### src/rtl/pwm_pkg.sv
// Shared definitions for the PWM peripherals: register offsets, field bit
// positions and the capture state encoding.
package pwm_pkg;

  // Register offsets within the decoded window
  localparam logic [31:0] OFF_CTRL   = 32'h00;
  localparam logic [31:0] OFF_STATUS = 32'h08;
  localparam logic [31:0] OFF_PERIOD = 32'h10;
  localparam logic [31:0] OFF_HIGH   = 32'h18;

  // CTRL fields
  localparam int CTRL_ENABLE_BIT = 0;
  localparam int CTRL_IRQ_EN_BIT = 1;

  // STATUS fields
  localparam int STATUS_VALID_BIT    = 0;
  localparam int STATUS_OVERFLOW_BIT = 1;

  // Capture state machine encoding
  typedef enum logic [1:0] {
    ST_IDLE = 2'd0,
    ST_ARM  = 2'd1,
    ST_HIGH = 2'd2,
    ST_LOW  = 2'd3
  } cap_state_t;

endpackage

### src/rtl/pwm_edge_sync.sv
// Brings the asynchronous PWM line into the clock domain and produces
// single-cycle rise/fall pulses.
// Build option: PWM_CAPTURE_GLITCH_FILTER_EN inserts a 3-sample stability
// filter between the synchronizer and the edge detector.
module pwm_edge_sync (
  input  logic clock,
  input  logic reset,
  input  logic pwm_in,
  output logic rise,
  output logic fall
);

  logic sync_1;
  logic sync_2;
  logic level_q;
  logic level_now;

  // Two-flop synchronizer
  always_ff @(posedge clock or negedge reset) begin
    if (!reset) begin
      sync_1 <= 1'b0;
      sync_2 <= 1'b0;
    end else begin
      sync_1 <= pwm_in;
      sync_2 <= sync_1;
    end
  end

`ifdef PWM_CAPTURE_GLITCH_FILTER_EN
  logic hist_0;
  logic hist_1;

  // Two-deep history of synchronized samples for the stability check
  always_ff @(posedge clock or negedge reset) begin
    if (!reset) begin
      hist_0 <= 1'b0;
      hist_1 <= 1'b0;
    end else begin
      hist_0 <= sync_2;
      hist_1 <= hist_0;
    end
  end

  // Level follows the input only after three consecutive equal samples
  always_comb begin
    level_now = level_q;
    if ((sync_2 == hist_0) && (hist_0 == hist_1)) level_now = sync_2;
  end
`else
  assign level_now = sync_2;
`endif

  // Previous level, reference for the edge detector
  always_ff @(posedge clock or negedge reset) begin
    if (!reset) level_q <= 1'b0;
    else        level_q <= level_now;
  end

  assign rise = level_now & ~level_q;
  assign fall = ~level_now & level_q;

endmodule

### src/rtl/pwm_capture.sv
// PWM input-capture peripheral: measures period and high time of pwm_in in
// clock cycles and exposes them through a small register window.
// Build option: PWM_CAPTURE_GLITCH_FILTER_EN (see pwm_edge_sync).
// Bus: a read or write is one cycle with the strobe high and the address
// inside the window; read_data is registered and holds between reads.
module pwm_capture
  import pwm_pkg::*;
#(
  parameter int          N             = 64,
  parameter logic [31:0] base_address  = 32'h9000100,
  parameter int          address_width = 8
) (
  input  logic         clock,
  input  logic         reset,
  input  logic [31:0]  address,
  input  logic         mem_read,
  input  logic         mem_write,
  input  logic [N-1:0] write_data,
  output logic [N-1:0] read_data,
  input  logic         pwm_in,
  output logic         irq,
  output logic [1:0]   dbg_state
);

  localparam logic [31:0] WIN_MASK = 32'hFFFFFFFF << address_width;

  cap_state_t state, state_next;
  logic rise, fall;
  logic enable, irq_en, valid, overflow;
  logic [N-1:0] cnt, hi_latch, period_q, high_q, rd_mux;
  logic cnt_clr, cnt_load1, cnt_inc, latch_hi, capture, ovf_set;
  logic cs, sat, wr_ctrl, wr_status;
  logic [31:0] offset;
  logic unused_wdata;

  assign cs        = (address & WIN_MASK) == base_address;
  assign offset    = address & ~WIN_MASK;
  assign wr_ctrl   = mem_write & cs & (offset == OFF_CTRL);
  assign wr_status = mem_write & cs & (offset == OFF_STATUS);
  assign sat       = (cnt == {N{1'b1}});
  assign unused_wdata = ^write_data[N-1:2];

  pwm_edge_sync u_edge_sync (
    .clock  (clock),
    .reset  (reset),
    .pwm_in (pwm_in),
    .rise   (rise),
    .fall   (fall)
  );

  // Capture FSM state register
  always_ff @(posedge clock or negedge reset) begin
    if (!reset) state <= ST_IDLE;
    else        state <= state_next;
  end

  // Next state: disable wins everywhere, saturation aborts a measurement
  always_comb begin
    state_next = state;
    case (state)
      ST_IDLE: if (enable) state_next = ST_ARM;
      ST_ARM: begin
        if (!enable)   state_next = ST_IDLE;
        else if (rise) state_next = ST_HIGH;
      end
      ST_HIGH: begin
        if (!enable)   state_next = ST_IDLE;
        else if (sat)  state_next = ST_ARM;
        else if (fall) state_next = ST_LOW;
      end
      ST_LOW: begin
        if (!enable)   state_next = ST_IDLE;
        else if (sat)  state_next = ST_ARM;
        else if (rise) state_next = ST_HIGH;
      end
      default: state_next = ST_IDLE;
    endcase
  end

  // FSM outputs: counter control, high latch, capture and overflow strobes
  always_comb begin
    cnt_clr   = 1'b0;
    cnt_load1 = 1'b0;
    cnt_inc   = 1'b0;
    latch_hi  = 1'b0;
    capture   = 1'b0;
    ovf_set   = 1'b0;
    case (state)
      ST_ARM: begin
        if (enable && rise) cnt_load1 = 1'b1;
        else                cnt_clr   = 1'b1;
      end
      ST_HIGH: begin
        if (!enable)  cnt_clr = 1'b1;
        else if (sat) begin
          ovf_set = 1'b1;
          cnt_clr = 1'b1;
        end else begin
          cnt_inc  = 1'b1;
          latch_hi = fall;
        end
      end
      ST_LOW: begin
        if (!enable)  cnt_clr = 1'b1;
        else if (sat) begin
          ovf_set = 1'b1;
          cnt_clr = 1'b1;
        end else if (rise) begin
          capture   = 1'b1;
          cnt_load1 = 1'b1;
        end else begin
          cnt_inc = 1'b1;
        end
      end
      default: cnt_clr = 1'b1;
    endcase
  end

  // Cycle counter; a rising edge restarts it at 1 so the value on the next
  // edge equals the number of cycles between edges
  always_ff @(posedge clock or negedge reset) begin
    if (!reset)         cnt <= '0;
    else if (cnt_clr)   cnt <= '0;
    else if (cnt_load1) cnt <= {{(N-1){1'b0}}, 1'b1};
    else if (cnt_inc)   cnt <= cnt + 1'b1;
  end

  // High time held until the period completes, then published with it
  always_ff @(posedge clock or negedge reset) begin
    if (!reset) begin
      hi_latch <= '0;
      period_q <= '0;
      high_q   <= '0;
    end else begin
      if (latch_hi) hi_latch <= cnt;
      if (capture) begin
        period_q <= cnt;
        high_q   <= hi_latch;
      end
    end
  end

  // CTRL and STATUS; a set event in the same cycle beats a W1C
  always_ff @(posedge clock or negedge reset) begin
    if (!reset) begin
      enable   <= 1'b0;
      irq_en   <= 1'b0;
      valid    <= 1'b0;
      overflow <= 1'b0;
    end else begin
      if (wr_ctrl) begin
        enable <= write_data[CTRL_ENABLE_BIT];
        irq_en <= write_data[CTRL_IRQ_EN_BIT];
      end
      if (capture)                                      valid <= 1'b1;
      else if (wr_status && write_data[STATUS_VALID_BIT]) valid <= 1'b0;
      if (ovf_set)                                         overflow <= 1'b1;
      else if (wr_status && write_data[STATUS_OVERFLOW_BIT]) overflow <= 1'b0;
    end
  end

  // Read mux; unmapped offsets return zero
  always_comb begin
    rd_mux = '0;
    case (offset)
      OFF_CTRL: begin
        rd_mux[CTRL_ENABLE_BIT] = enable;
        rd_mux[CTRL_IRQ_EN_BIT] = irq_en;
      end
      OFF_STATUS: begin
        rd_mux[STATUS_VALID_BIT]    = valid;
        rd_mux[STATUS_OVERFLOW_BIT] = overflow;
      end
      OFF_PERIOD: rd_mux = period_q;
      OFF_HIGH:   rd_mux = high_q;
      default:    rd_mux = '0;
    endcase
  end

  // Registered read data, held when no selected read is active
  always_ff @(posedge clock or negedge reset) begin
    if (!reset)               read_data <= '0;
    else if (mem_read && cs)  read_data <= rd_mux;
  end

  assign irq       = irq_en & (valid | overflow);
  assign dbg_state = state;

endmodule
### config.mk
export PLATFORM = sky130hd
export DESIGN_NAME = pwm_capture
export DESIGN_NICKNAME = d
export VERILOG_FILES = /design/src/rtl/pwm_pkg.sv /design/src/rtl/pwm_edge_sync.sv /design/src/rtl/pwm_capture.sv
export SDC_FILE = /design/constraint.sdc
export NUM_CORES = 1
export LEC_CHECK = 0
export ABC_AREA = 1
export CORE_UTILIZATION = 54
export DETAILED_ROUTE_END_ITERATION = 10
export PLACE_DENSITY = 0.77
export SETUP_SLACK_MARGIN = 0.02
export SYNTH_ARGS = -nofsm -noshare
export SYNTH_HDL_FRONTEND = slang
export SYNTH_SLANG_ARGS = --single-unit
### constraint.sdc
create_clock -name clock -period 2.1 [get_ports clock]
set_input_delay 0.63 -clock clock [delete_from_list [all_inputs] [get_ports clock]]
set_output_delay 0.63 -clock clock [all_outputs]
set_load 0.01 [all_outputs]
==> results of run 1 <==
[per-stage QoR]
stage / total power [mW] / worst slack (ns) / instances / hold slack [ns]
2_1_floorplan: 6.49 / 0.189 / 1874 / 0.331
3_3_place_gp: 6.74 / -0.196 / 2396 / 0.340
3_5_place_dp: 6.75 / -0.299 / 2396 / 0.340
4_1_cts: 12.9 / 0.0217 / 2459 / 0.0706
5_1_grt: 13.1 / -0.00935 / 2482 / 0.0814
6_report: 12.8 / 0.0497 / 2482 / 0.0658
[worst min-delay path by stage]
stage	start	slack (ns)	to	cells after the start
finish	reset	0.07	read_data[44]$_DFFE_PN0P_	1
CTS	reset	0.07	hi_latch[51]$_DFFE_PN0P_	1
detailed placement	u_edge_sync.sync_1$_DFF_PN0_	0.34	u_edge_sync.level_now$_DFF_PN0_	0
global route	reset	0.08	hi_latch[51]$_DFFE_PN0P_	1
global placement	u_edge_sync.sync_1$_DFF_PN0_	0.34	u_edge_sync.level_now$_DFF_PN0_	0
floorplan	reset	0.33	cnt[0]$_DFFE_PN0P_	0
[placed cells by master (no fill, tap or decap), types with 39 or more instances in the layout]
| cell type | instances |
|---|---|
| a31oi_1 | 63 |
| buf_4 | 128 |
| clkbuf_16 | 41 |
| clkdlybuf4s50_1 | 90 |
| dfrtp_1 | 313 |
| inv_1 | 85 |
| nand2_1 | 652 |
| nand3_1 | 155 |
| nand4_1 | 80 |
| nor2_1 | 253 |
| xor2_1 | 39 |
[area by class of cell]
class                   instances  area, sq um
clock inverters                 9         83.8
fillers                      2234         8660
flip-flops and latches        329         8250
inverters                      89          334
well taps                     378          473
repair buffers                265         2690
clock buffers                  53         1080
multi-input cells            1359         6210
[state kept, by name (all words and copies together), names as in the netlist]
register and count:
cnt 64, dbg_state 2, enable 1, hi_latch 64, high_q 64, irq_en 1
overflow 1, period_q 64, read_data 64, u_edge_sync.level_now 1, u_edge_sync.level_q 1, u_edge_sync.sync_1 1
valid 1
[cells in the mapped netlist, types with 4 or more instances]
master | number | area (sq um)
nor2_2 | 7 | 43.8
clkbuf_1 | 40 | 150
buf_6 | 15 | 169
o21ai_0 | 29 | 145
buf_2 | 16 | 80.1
inv_1 | 85 | 319
nor3_1 | 15 | 75.1
nand3_1 | 156 | 781
nor2_1 | 268 | 1010
nand2_2 | 4 | 25.0
xnor2_1 | 4 | 35.0
xor2_1 | 39 | 342
nand2_1 | 655 | 2460
o21ai_1 | 14 | 70.1
buf_1 | 9 | 33.8
a31oi_1 | 63 | 394
dfrtp_1 | 329 | 8230
buf_4 | 17 | 128
nand4_1 | 80 | 500
inv_2 | 4 | 15.0
[per-layer routing]
metal / track usage / vias to the layer above / routed length, um
met1: 0.408 / 6683 / 18800
li1: - / 6476 / -
met5: 0 / - / 0
met2: 0.507 / 416 / 21000
met4: 0.0834 / 0 / 1070
met3: 0.0470 / 88 / 2790
[report_power, final]
part           internal [mW]  leakage, nW  switching [mW]
clock network           3.67        0.565            2.49
logic                 0.0988         4.05           0.177
registers               6.34         4.55         0.00255
[what timing repair did]
item,in CTS,in global routing
setup endpoints to repair,3,245
resized for setup,4,48
pin swaps,0,2
buffers inserted,1,17
gates cloned,0,6
[cells by family (layout without fill, tap and decap cells)]
group | count (synthesis) | in the layout | synth area share
xor gates and xnor gates | 43 | 43 | 0.0248
and+or+nand+nor | 1206 | 1207 | 0.333
adders and majority gates | 1 | 1 | 0.000822
buffers and inverters | 187 | 416 | 0.0591
AOI/OAI and AO/OA | 108 | 108 | 0.0410
DFF | 329 | 329 | 0.541
==> reports/metrics.cfg, run 1 <==
[run_status]
outcome=completed

[die]
die_h_um=170
coreArea_sq_um=27800
die-area_sq_um=28900
start_util=0.548
io_pins=168
rows=61
die_x_um=170

[sta]
period_share=0.976
setup_violations=0
fin_setup_tns_ns=0
skew_ns=0.0148
drv_slew=0
fmax_ghz=0.488
maxSlewHeadroom=0.604
hold_viol=0
worst_pin_slew_ns=0.592
min_period_ns=2.05

[global_routing]
grt_antenna_before_repair=0
grt_pass1_wl_mm=68.4
grt_pass1_vias=13314
grt_max_degree=96
grt_usage=0.302
grt-ovfl-total=0

[setup_path]
cp_slowest_cell=clkdlybuf4s50_1
cp-start-kind=flop
worstPathCellList=clkdlybuf4s50_1
crit_path_end_kind=primary output
critPathCapture=read_data[41]
cp_slowest_stage_delay_ns=0.54
cp.depth=1
r2r_cells=11
crit_start=read_data[41]$_DFFE_PN0P_
rr_endpoint=period_q[61]$_DFFE_PN0P_
required_ns=1.47
crit_fanout=2
cp_top_family=buffers and inverters
cp.arrival_ns=1.42
critPathKind=flop to primary output
cp_num_buf_inv=1
r2r_start=cnt[27]$_DFFE_PN0P_
rrSetupSlack_ns=0.06

[detailed_routing]
drt_iter0_markers=1136
viasPerCell=5.50
dr_total_vias=13663
wire_per_inst_um=17.6
drc_errors=0
first_pass_iters=5
drt_wl_total_mm=43.7
postRouteAntennaNets=0

[layout]
syn_to_final_growth_pct=25.7
antenna_cells=0
final_area_sq_um=19100
final_core_util=0.688
drive_above_1_share=0.132
fin_nets=2182

[placement]
io_buffers=105
dp_hpwl_mm=29.9
placed_area_sq_um=17600
gp_congestion=0.938

[flow_run]
max_cap_viol_count=0

[power_and_ir_drop]
leakagePower_nw=9.17
ir_worst_vdd_mv=0.601
powerDensity_nw_per_um2=669

[synth]
synth_cell_types=34
ys_async_sr_fraction=1.00
ys.flop_type=dfrtp_1
ys_ff_latch=329
syn_area_sq_um=15200
postSynthAreaPerCell_sq_um=8.12
synth_warnings=0
postSynthCellCount=1874
synth_edf_count=0
syn-num-nets=1976
synth_seq_area_share=0.541

[cts]
cts_buffer_depth=3
cts_buffers=36
insertion_delay_ns=0.51
hold_buffers=0
clock_sinks=329
cts_tree=built
h-tree-depth=2
root_buffer=clkbuf_16
clk_pin_slew_worst_paths_ns=0.06

[hold_path]
hold_path.class=input pin to asynchronous set/reset pin

(Power assumes the default switching activity.)
==> run 2, diff against run 1 <==
PLACE_DENSITY = unset   (was 0.77)
PLACE_DENSITY_LB_ADDON = 0.12   (was unset)
==> run 2 against run 1 <==
  * Worst setup slack got worse by 0.0015 ns
  * Worst hold slack lost 0.033 ns
  * Via count is 0.94% lower
  * Non-clock buffer count down 8
  * Die area unchanged
  * Sequential power about the same
  * Power up 1.5%
  * Sequential cell count stayed put
  * Register-to-register slack better by 0.02 ns
  * Clock-buffer cell count down 1
  * Fmax about the same
  * Highest routed layer unchanged
==> reports/metrics.cfg, run 2 (synthesis results as in run 1) <==
[setup_path]
worstPathCellList=clkdlybuf4s50_1  ; unchanged
crit_fanout=2  ; unchanged
cp.arrival_ns=1.42  ; about the same
cp_top_family=buffers and inverters  ; unchanged
cp_num_buf_inv=1  ; unchanged
critPathKind=flop to primary output  ; unchanged
cp_slowest_stage_delay_ns=0.55  ; was 0.54 ns
cp_slowest_cell=clkdlybuf4s50_1  ; unchanged
crit_path_end_kind=primary output  ; unchanged
cp-start-kind=flop  ; unchanged
required_ns=1.47  ; about the same

[detailed_routing]
drt_iter0_markers=1126  ; was 1136
met1_length_mm=20.7  ; was 18.8 mm
wl_met3_mm=2.50  ; was 2.79 mm
dr_total_vias=13534  ; was 13663
first_pass_iters=5  ; unchanged
postRouteAntennaNets=0  ; unchanged
drt_wl_total_mm=44.9  ; was 43.7 mm
viasPerCell=5.47  ; was 5.50
wl_met2_mm=21.0  ; about the same
drc_errors=0  ; unchanged
top_layer=met4  ; unchanged
wire_per_inst_um=18.1  ; was 17.6 um

[cts]
cts_buffer_depth=3  ; unchanged
cts_tree=built  ; unchanged
hold_buffers=0  ; unchanged
insertion_delay_ns=0.51  ; about the same
clk_pin_slew_worst_paths_ns=0.06  ; about the same
cts_buffers=36  ; unchanged
h-tree-depth=2  ; unchanged
root_buffer=clkbuf_16  ; unchanged
clock_sinks=329  ; unchanged

[placement]
place_inst=2389  ; was 2396
io_buffers=105  ; unchanged
place_ws_ns=-0.251  ; was -0.299 ns
gp_congestion=0.959  ; was 0.938
dp_hpwl_mm=29.6  ; was 29.9 mm

[global_routing]
grt_antenna_before_repair=0  ; unchanged
grt_max_degree=96  ; unchanged
grt_usage=0.303  ; was 0.302
grt-ovfl-total=0  ; unchanged
grt_pass1_vias=12920  ; was 13314
grt_pass1_wl_mm=68.3  ; was 68.4 mm

[power_and_ir_drop]
p_total_mw=13.0  ; was 12.8 mW
ir_worst_vdd_mv=0.695  ; was 0.601 mV
leakagePower_nw=9.09  ; was 9.17 nW
powerDensity_nw_per_um2=680  ; was 669 nW/um^2

[layout]
final_common_cell=nand2_1  ; unchanged
fill_cells=2271  ; was 2234
antenna_cells=0  ; unchanged
drive_above_1_share=0.124  ; was 0.132
fin_nets=2173  ; was 2182
syn_to_final_growth_pct=25.5  ; was 25.7%
final_core_util=0.687  ; was 0.688
stdcell_count=2474  ; was 2482
final_cell_mix=nand2_1 (651), dfrtp_1 (321), nor2_1 (253), nand3_1 (156), buf_4 (118)  ; was nand2_1 (652), dfrtp_1 (313), nor2_1 (253), nand3_1 (155), buf_4 (128)

[sta]
maxSlewHeadroom=0.679  ; was 0.604
hold_viol=0  ; unchanged
setup_slack_ns=0.0482  ; was 0.0497 ns
period_share=0.977  ; was 0.976
whs_ns=0.0323  ; was 0.0658 ns
min_period_ns=2.05  ; about the same
fmax_ghz=0.487  ; was 0.488 GHz
skew_ns=0.0135  ; was 0.0148 ns
setup_violations=0  ; unchanged
drv_slew=0  ; unchanged
worst_pin_slew_ns=0.481  ; was 0.592 ns

[die]
die-area_sq_um=28900  ; unchanged
io_pins=168  ; unchanged
die_x_um=170  ; unchanged
rows=61  ; unchanged
die_h_um=170  ; unchanged
coreArea_sq_um=27800  ; unchanged
start_util=0.548  ; unchanged

[run_status]
outcome=completed  ; unchanged

[flow_run]
max_cap_viol_count=0  ; unchanged

[hold_path]
hold_path.class=input pin to asynchronous set/reset pin  ; unchanged

[run 2: changes by cell type in the layout (fill, tap and decap cells not counted), moves of 5 or more]
cell / previous run / this run
buf_12: 27 / 20
buf_4: 128 / 118
clkdlybuf4s50_1: 90 / 95
dfrtp_1: 313 / 321
dfrtp_2: 16 / 8
dlymetal6s2s_1: 11 / 6
[run 2: path summary, 6_finish.rpt]
check	endpoint	depth (start not counted)	slack [ns]	start
min in group clock	u_edge_sync.level_now$_DFF_PN0_	0	0.35	u_edge_sync.sync_1$_DFF_PN0_
hold reg to reg	u_edge_sync.level_now$_DFF_PN0_	0	0.35	u_edge_sync.sync_1$_DFF_PN0_
setup / recovery	read_data[57]	1	0.05	read_data[57]$_DFFE_PN0P_
max in group asynchronous	read_data[58]$_DFFE_PN0P_	2	1.39	reset
setup reg to reg	high_q[19]$_DFFE_PN0P_	13	0.08	cnt[0]$_DFFE_PN0P_
hold / removal	read_data[25]$_DFFE_PN0P_	1	0.03	reset
[run 2: per-layer routing]
| metal | global-route usage | vias to the layer above |
|---|---|---|
| li1 | - | 6458 |
| met5 | 0 | - |
| met4 | 0.0646 | 0 |
| met3 | 0.0347 | 60 |
| met1 | 0.435 | 6604 |
| met2 | 0.498 | 412 |
[run 2: final cells by class]
class / instances / area, sq um / share of cell area
Timing Repair Buffer: 257 / 2640 / 0.138
Inverter: 89 / 334 / 0.0175
Sequential cell: 329 / 8240 / 0.432
Clock buffer: 52 / 1050 / 0.0551
Tap cell: 378 / 473 / 0.0248
Clock inverter: 11 / 140 / 0.00734
Multi-Input combinational cell: 1358 / 6210 / 0.325
[run 2: power by group]
group / internal, mW / leakage, nW / switching [mW] / total (mW)
registers: 6.34 / 4.57 / 0.00225 / 6.34
clock network: 3.85 / 0.586 / 2.50 / 6.36
logic: 0.0977 / 3.94 / 0.180 / 0.278
total: 10.3 / 9.09 / 2.69 / 13.0
[run 2: timing repair]
action                     4_1_cts  5_1_grt
cloned                           0       10
setup endpoints to repair        4      227
setup buffers                    1       11
resized for setup                5       39
pin swaps                        0        6
[run 2: per-stage QoR]
step | setup TNS [ns] | area (sq um)
5_1_grt | -0.0133 | 19100
6_report | 0 | 19100
3_5_place_dp | -14.57 | 17500
3_3_place_gp | -12.59 | 17500
2_1_floorplan | 0 | 15200
4_1_cts | 0 | 18700
